`src/rtl/cond_pkg.sv`:
```
`default_nettype none
// +------------------------------------------------------------------+
// | Module : cond_pkg                                                |
// | Brief  : condition codes, flag bit indices and controller states |
// | Rev    : 1.0  initial release                                    |
// +------------------------------------------------------------------+
package cond_pkg;

    typedef enum logic [3:0] {
        EQ = 4'b0000, NE = 4'b0001, CS = 4'b0010, CC = 4'b0011,
        MI = 4'b0100, PL = 4'b0101, VS = 4'b0110, VC = 4'b0111,
        HI = 4'b1000, LS = 4'b1001, GE = 4'b1010, LT = 4'b1011,
        GT = 4'b1100, LE = 4'b1101, AL = 4'b1110, NV = 4'b1111
    } cond_e;

    localparam int N_BIT = 3;
    localparam int Z_BIT = 2;
    localparam int C_BIT = 1;
    localparam int V_BIT = 0;

    typedef enum logic [2:0] {
        IDLE   = 3'd0,
        DECODE = 3'd1,
        EXEC   = 3'd2,
        MEM    = 3'd3,
        WB     = 3'd4
    } state_e;

endpackage
`default_nettype wire

```
`src/rtl/cond_check.sv`:
```
`default_nettype none
// +------------------------------------------------------------------+
// | Module : cond_check                                              |
// | Brief  : combinational condition-code evaluation against flags   |
// | Rev    : 1.0  initial release                                    |
// +------------------------------------------------------------------+
module cond_check
    import cond_pkg::*;
(
    input  logic [3:0] i_cond,
    input  logic [3:0] i_flags,
    output logic       o_pass
);

    logic w_n, w_z, w_c, w_v;

    assign w_n = i_flags[N_BIT];
    assign w_z = i_flags[Z_BIT];
    assign w_c = i_flags[C_BIT];
    assign w_v = i_flags[V_BIT];

    always_comb begin
        o_pass = 1'b0;
        case (cond_e'(i_cond))
            EQ:      o_pass = w_z;
            NE:      o_pass = ~w_z;
            CS:      o_pass = w_c;
            CC:      o_pass = ~w_c;
            MI:      o_pass = w_n;
            PL:      o_pass = ~w_n;
            VS:      o_pass = w_v;
            VC:      o_pass = ~w_v;
            HI:      o_pass = w_c & ~w_z;
            LS:      o_pass = ~w_c | w_z;
            GE:      o_pass = (w_n == w_v);
            LT:      o_pass = (w_n != w_v);
            GT:      o_pass = ~w_z & (w_n == w_v);
            LE:      o_pass = w_z | (w_n != w_v);
            AL:      o_pass = 1'b1;
            NV:      o_pass = 1'b0;
            default: o_pass = 1'b0;
        endcase
    end

endmodule
`default_nettype wire

```
`src/rtl/cond_exec_ctrl.sv`:
```
`default_nettype none
// +------------------------------------------------------------------+
// | Module : cond_exec_ctrl                                          |
// | Brief  : conditional-execution sequencer with flag update        |
// | Rev    : 1.0  initial release                                    |
// +------------------------------------------------------------------+
module cond_exec_ctrl
    import cond_pkg::*;
(
    input  logic        clk,
    input  logic        rst,
    input  logic        instr_valid,
    output logic        instr_ready,
    input  logic [3:0]  COND,
    input  logic        s_bit,
    input  logic        wr_reg,
    input  logic        is_mem,
    input  logic        is_branch,
    input  logic [3:0]  ALUF,
    input  logic        mem_ready,
    output logic        mem_req,
    output logic        reg_we,
    output logic        pc_load,
    output logic        pc_inc,
    output logic        done,
    output logic [3:0]  FLAGS,
    output logic [15:0] skip_cnt
);

    state_e      r_state;
    state_e      w_next;
    logic [3:0]  r_cond;
    logic        r_s_bit;
    logic        r_wr_reg;
    logic        r_is_mem;
    logic        r_is_branch;
    logic        r_pass;
    logic [3:0]  r_flags;
    logic [15:0] r_skip_cnt;
    logic        w_pass;
    logic        w_xfer;

    // Evaluated against the flags held before this instruction executes
    cond_check u_cond_check (
        .i_cond  (r_cond),
        .i_flags (r_flags),
        .o_pass  (w_pass)
    );

    assign w_xfer = instr_valid & instr_ready;

    always_ff @(posedge clk) begin
        if (rst) r_state <= IDLE;
        else     r_state <= w_next;
    end

    always_comb begin
        w_next = r_state;
        case (r_state)
            IDLE:    if (w_xfer) w_next = DECODE;
            DECODE:  w_next = w_pass ? EXEC : WB;
            EXEC:    w_next = r_is_mem ? MEM : WB;
            MEM:     if (mem_ready) w_next = WB;
            WB:      w_next = IDLE;
            default: w_next = IDLE;
        endcase
    end

    always_ff @(posedge clk) begin
        if (rst) begin
            r_cond      <= 4'd0;
            r_s_bit     <= 1'b0;
            r_wr_reg    <= 1'b0;
            r_is_mem    <= 1'b0;
            r_is_branch <= 1'b0;
            r_pass      <= 1'b0;
            r_flags     <= 4'd0;
            r_skip_cnt  <= 16'd0;
        end else begin
            if (w_xfer) begin
                r_cond      <= COND;
                r_s_bit     <= s_bit;
                r_wr_reg    <= wr_reg;
                r_is_mem    <= is_mem;
                r_is_branch <= is_branch;
            end
            if (r_state == DECODE) begin
                r_pass <= w_pass;
                if (!w_pass) r_skip_cnt <= r_skip_cnt + 16'd1;
            end
            if ((r_state == EXEC) && r_s_bit) r_flags <= ALUF;
        end
    end

    always_comb begin
        instr_ready = (r_state == IDLE) & ~rst;
        mem_req     = (r_state == MEM);
        done        = 1'b0;
        reg_we      = 1'b0;
        pc_load     = 1'b0;
        pc_inc      = 1'b0;
        if (r_state == WB) begin
            done    = 1'b1;
            reg_we  = r_pass & r_wr_reg;
            pc_load = r_pass & r_is_branch;
            pc_inc  = ~(r_pass & r_is_branch);
        end
    end

    assign FLAGS    = r_flags;
    assign skip_cnt = r_skip_cnt;

endmodule
`default_nettype wire

```
`config.mk`:
```
export PLATFORM = sky130hd
export DESIGN_NAME = cond_exec_ctrl
export DESIGN_NICKNAME = d
export VERILOG_FILES = /design/src/rtl/cond_pkg.sv /design/src/rtl/cond_check.sv /design/src/rtl/cond_exec_ctrl.sv
export SDC_FILE = /design/constraint.sdc
export NUM_CORES = 1
export LEC_CHECK = 0
export CELL_PAD_IN_SITES_DETAIL_PLACEMENT = 1
export CELL_PAD_IN_SITES_GLOBAL_PLACEMENT = 1
export CORE_MARGIN = 2
export CORE_UTILIZATION = 38
export CTS_CLUSTER_SIZE = 14
export DETAILED_ROUTE_END_ITERATION = 8
export GPL_TIMING_DRIVEN = 0
export HOLD_SLACK_MARGIN = 0.03
export PLACE_DENSITY_LB_ADDON = 0.25
export SLEW_MARGIN = 40
export SYNTH_ARGS = -nofsm -noshare
export SYNTH_HDL_FRONTEND = slang
export SYNTH_SLANG_ARGS = --single-unit
```
`constraint.sdc`:
```
create_clock -name clk -period 2.55 [get_ports clk]
set_input_delay 0.51 -clock clk [delete_from_list [all_inputs] [get_ports clk]]
set_output_delay 0.51 -clock clk [all_outputs]
set_load 0.1 [all_outputs]
```
* Yosys cells after proc, flatten, opt, wreduce, memory -nomap -nowiden
Index checks and enable logic that the tools add are counted.
** Word-level totals
- Register bits :: 32
- Output and inout port bits :: 26
- Input bits :: 16
- Logic and storage cells :: 63
** Cells by class
- Reductions and logical operators :: 5
- Eq/ne operators :: 23
- Bitwise gates (word level) :: 15
- Muxes and demuxes :: 10
- Add/sub/neg operators :: 1
** Operators with widths (number)
- $eq 4x4->1 const B :: 8
- $add 16x1->16 const B :: 1
- $eq 4x3->1 const B :: 4
- $pmux 1 s16 :: 1
- $mux 3 :: 4
- $pmux 3 s4 :: 1
- $eq 4x2->1 const B :: 2
- $not 1->1 :: 7
- $and 1x1->1 :: 6
- $eq 3x2->1 const B :: 2
- $eq 4x1->1 const B :: 1
- $logic_not 4->1 :: 1
- $mux 1 :: 4
- $ne 2x2->1 const B :: 2
- $reduce_and 2->1 :: 2
- $eq 3x1->1 const B :: 1
- $eq 3x3->1 const B :: 1
- $logic_not 3->1 :: 1
- $or 1x1->1 :: 2
- $eq 1x1->1 :: 1
- $logic_and 1x1->1 :: 1
- $ne 1x1->1 :: 1

* Depth between registers and ports, before layout
- Depth after elaboration :: 5
- Mapped depth :: 7
- Mapped depth without buffers :: 5

* Hierarchy
A second synthesis with hierarchy kept.
** Unflattened totals
- Cell total of the unflattened synthesis :: 191
- Area total of the unflattened synthesis :: 1595.3 µm²
** Modules (own cells, without submodules)
- cond_exec_ctrl :: instances 1, cells an instance 168, area each 1440.1 µm², sequential area each 640.6 µm²
- cond_check :: instances 1, cells an instance 23, area each 155.1 µm², sequential area each 0.0 µm²

* Worst setup path after synthesis
OpenSTA, ideal clock, no wires.
- Path type :: register to output
- Start :: register r_state[0]
- End :: output pc_inc
- Required time :: 2.040 ns
- Buffers on the path :: 1
- Cell stages (with the launch flop) :: 4
- Path slack :: -2.903 ns
- Arrival :: 4.943 ns
- Path through :: dfxtp_1 buf_2 nor3_1 a21boi_0
** Between the ends
- Cells in the longest elaborated chain, start to end :: 2
** RTL lines
- from (decl) :: line cond_exec_ctrl.sv:30 : state_e r_state;
- from (signal assigned) :: line cond_exec_ctrl.sv:54 : else r_state <= w_next;
- $eq 3x3->1 :: line cond_exec_ctrl.sv:102 : if (r_state == WB) begin
- $mux 1 :: line cond_exec_ctrl.sv:102
- to (decl) :: line cond_exec_ctrl.sv:24 : output logic pc_inc,
No other way between the ends.

* Worst setup path in the final report
- Start :: register r_cond[2]
- End :: register r_skip_cnt[15] (netlist: skip_cnt[15])
** Between the ends
- Cells in the longest elaborated chain, start to end :: 4
- Elaborated cells between the ends (all ways) :: 19
- Those cells by class :: 15 x eq/ne; 1 x mux; 1 x bitwise; 2 x reduce/logical
** RTL lines
- from (decl) :: line cond_exec_ctrl.sv:32 : logic [3:0] r_cond;
- from (signal assigned) :: line cond_exec_ctrl.sv:71 : r_cond <= 4'd0;
- from (signal assigned) :: line cond_exec_ctrl.sv:81 : r_cond <= COND;
- $eq 4x4->1 (tied with other cells) :: line cond_check.sv:24 : case (cond_e'(i_cond))
- $pmux 1 s16 * :: line cond_check.sv:24
- $not 1->1 (no source line) *
- $reduce_and 2->1 (no source line) *
- to (signal assigned) :: line cond_exec_ctrl.sv:89 : if (!w_pass) r_skip_cnt <= r_skip_cnt + 16'd1;
- to (decl) :: line cond_exec_ctrl.sv:39 : logic [15:0] r_skip_cnt;
Every way passes the cells marked *; elsewhere a longest branch is shown, timed or not.
A chain may end at the register's enable or synchronous reset.

==> impl_metrics.env <==
export IMPL_detailedPlacementHpwl_um=4198
export IMPL_timing_hold_worst_start="r_is_mem"
export IMPL_combinational_family_with_the_most_area_after_synthesis="simple AND/OR/NAND/NOR gates"
export IMPL_route_vias_total=1975
export IMPL_largest_register_ff_count=16
export IMPL_power_combinational_fraction_pct=23.8
export IMPL_synth_edf_count=0
export IMPL_max_clock_path_buffers=2
export IMPL_grt_max_degree=14
export IMPL_synth_adder_area_share_pct=0.6154
export IMPL_grt_pass1_wl_um=9515
export IMPL_leakagePower_nw=1.024
export IMPL_final_util_pct=50.07
export IMPL_place_congestion=0.8126
export IMPL_p_int_w=0.0009123
export IMPL_synthDistinctLibCells=49
export IMPL_synthArstFlopShare_pct=0
export IMPL_power_frac_clock_pct=36.7
export IMPL_min_period_over_period_pct=90.94
export IMPL_cp_cell_sequence="buf_4 -> mux2i_1 -> mux2i_4 -> a21oi_4 -> a211oi_1 -> mux2_2"
export IMPL_floorplan_die_area_um2=5951
export IMPL_drt_antenna_violating_nets=0
export IMPL_yosys_warnings=0
export IMPL_cts_htree_levels=2
export IMPL_achievable_frequency_ghz=0.4312
export IMPL_critical_path_max_stage_delay_ns=0.45
export IMPL_tritoncts="done"
export IMPL_place_detailed_instances=351
export IMPL_grt_antenna_before_repair=0
export IMPL_crit_buf_inv=1
export IMPL_global_route_overflow_total=0
export IMPL_synth_simple_gate_area_share_pct=34.71
export IMPL_placementRows=26
export IMPL_number_of_nets_in_the_layout=304
export IMPL_clkLatencyLatePin_ns=0.29
export IMPL_regToRegStartpoint="r_cond[2]"
export IMPL_detailedRoute_firstIterationViolations=51
export IMPL_drv_slew=0
export IMPL_area_delta_synth_final_pct=26.58
export IMPL_drc=0
export IMPL_preCtsSetupSlack_ns=-0.2708
export IMPL_vias_per_cell=5.517
export IMPL_critical_path_peak_fanout=10
export IMPL_via_count_of_the_first_global_routing_pass=1945
export IMPL_vdd_drop_max_mv=0.3304
export IMPL_synth_yosys_seq_area_share_pct=31.51
export IMPL_timing_setup_critical_path_class="reg -> reg"
export IMPL_clockRootBuffer="sky130_fd_sc_hd__clkbuf_8"
export IMPL_crit_path_start="r_cond[2]"
export IMPL_multi_input_area_um2=1343
export IMPL_hp_class="reg -> reg"
export IMPL_worstPathArrival_ns=2.50
export IMPL_reg2reg_setup_slack_ns=0.23
export IMPL_finalClockSkew_ns=0.005386
export IMPL_io_pin_count=42
export IMPL_finish_cell_count_without_fillers=358
export IMPL_slowest_stage="sky130_fd_sc_hd__mux2i_4"
export IMPL_final_worst_path_setup_slack_ns=0.2311
export IMPL_globalRouteTotalUtil_pct=19.80
export IMPL_synth_compound_area_share_pct=14.89
export IMPL_worst_endpoint_required_ns=2.73
export IMPL_slew_headroom_pct=54.93
export IMPL_seq_power_share_pct=39.5
export IMPL_worst_pin_slew_ns=0.6743
export IMPL_pwr_dens_nw_per_um2=526.5
export IMPL_routed_wl_um=5657
export IMPL_synthXorXnorAreaFrac_pct=0.8615
export IMPL_detail_route_wl_per_cell_um=15.80
export IMPL_sw_share_pct=32.67
export IMPL_number_of_buffers_created_by_cts=5
export IMPL_setup_worst_path_start_class="register"
export IMPL_antennaDiodeCount=0
export IMPL_synth_area_mux_share_pct=12.31
export IMPL_min_period_ns=2.319
export IMPL_chipWidth_um=77.15
export IMPL_cap_viol_max_count=0
export IMPL_numClockSinks=32
export IMPL_clock_pin_slew_reported_for_the_worst_setup_and_hold_paths_after_clock_tree_synthesis_ns=0.07
export IMPL_grt_setup_unrepaired="no"
export IMPL_initial_core_util_pct=39.56
export IMPL_outcome="completed"
export IMPL_post_synthesis_cells=240
export IMPL_postSynth_topFlopCell="sky130_fd_sc_hd__dfxtp_1"
export IMPL_synth_cell_area_um2=2033
export IMPL_finalSetupTns_ns=0
export IMPL_power_net_switching_w=0.0004426
export IMPL_drt_pass1_iter_count=5
export IMPL_fillers=666
export IMPL_register_area_um2=645.6
export IMPL_timing_final_hold_violations=0
export IMPL_synth_net_count=257
export IMPL_number_of_buffer_cells_added_on_primary_ports=41
export IMPL_critical_path_top_delay_family="multiplexers"
export IMPL_synth_seq_cells=32
export IMPL_setup_violations=0
export IMPL_end_kind="register"
export IMPL_final_layout_size_suffix_gt1_share_pct=28.82
export IMPL_core_area_um2=5140
export IMPL_synthesis_area_per_instance_um2=8.472
export IMPL_fp_dieH_um=77.15
cell usage after synthesis (all sizes together) (2+ instances only):
master / count / area (µm²)
nor2b: 16 / 100.1
mux2i: 7 / 73.82
a211oi: 9 / 85.08
nor3: 7 / 35.03
clkbuf: 8 / 30.03
buf: 8 / 51.29
nand4: 9 / 56.30
nand3: 9 / 45.04
nor3b: 3 / 27.52
mux2: 15 / 176.4
a2111oi: 4 / 47.55
nor4: 2 / 12.51
and3: 6 / 37.54
dfxtp: 32 / 640.6
o211ai: 3 / 32.53
nand2: 26 / 97.59
nand2b: 2 / 12.51
nand3b: 15 / 112.6
o221ai: 5 / 50.04
nor2: 31 / 116.4
inv: 6 / 22.52
what timing repair did:
action	4_1_cts	5_1_grt
setup buffers	0	0
hold endpoints to repair	0	0
hold buffers	0	0
setup endpoints to repair	1	5
resized for setup	2	2
cells in the final DEF, fill, tap and decap left out, drive strengths merged, types with 2 or more instances in the layout:
| cell type | n |
|---|---|
| mux2 | 15 |
| a2111oi | 4 |
| nor2b | 16 |
| clkdlybuf4s50 | 14 |
| nor4 | 2 |
| inv | 6 |
| nor3 | 7 |
| and3 | 6 |
| buf | 34 |
| nand3b | 15 |
| nand3 | 9 |
| nand4 | 9 |
| o211ai | 3 |
| clkbuf | 12 |
| o221ai | 5 |
| nand2 | 26 |
| mux2i | 7 |
| a211oi | 9 |
| dfxtp | 32 |
| nand2b | 2 |
| nor2 | 31 |
| nor3b | 3 |
per-stage QoR:
step	cell area [µm²]	hold WS [ns]	total power, W
6_report	2574	0.4810	0.001355
2_1_floorplan	2076	0.4453	0.0007792
3_5_place_dp	2445	0.4657	0.0008653
5_1_grt	2574	0.4967	0.001409
4_1_cts	2556	0.4785	0.001363
3_3_place_gp	2574	0.4624	0.0008660
final timing paths:
path | endpoint | depth (start not counted)
max | skip_cnt[15] | 6
max reg2reg | skip_cnt[15] | 6
min | r_is_mem | 2
min reg2reg | r_is_mem | 2
per-layer routing:
metal	GRT usage, %	routed length, µm
met2	33.65	2770
met4	6.607	102
met1	24.71	2608
met3	4.353	175
met5	0	0
tightest hold or removal path: cells and delay by family, from the launching register on:
kind,cells,cell delay (ns)
AND/OR/NAND/NOR,2,0.13
flip-flops,1,0.31
logic make-up after synthesis:
group | count (synthesis)
multiplexers | 22
AND/OR/NAND/NOR | 132
flip-flops | 32
AO/OA/AOI/OAI | 29
buffers and inverters | 22
XOR/XNOR | 2
adder cells (fa/ha/maj) | 1
cell type report:
type                            count  share of cell area, %
Clock inverter                      3                  1.653
Multi-Input combinational cell    186                  52.16
Clock buffer                        5                  2.674
Buffer                             15                  3.063
Tap cell                           70                  3.403
Inverter                            6                 0.8751
Timing Repair Buffer               41                  11.08
Sequential cell                    32                  25.09
power groups by stage:
stage,Sequential [W],Combinational (W),Clock (W)
2_1_floorplan,0.000562,0.000217,0
5_1_grt,0.000538,0.000346,0.000526
6_report,0.000536,0.000322,0.000497
3_5_place_dp,0.000547,0.000319,0
4_1_cts,0.000535,0.000320,0.000507
3_3_place_gp,0.000546,0.000320,0
No activity file was read; power rests on OpenSTA's default activity.
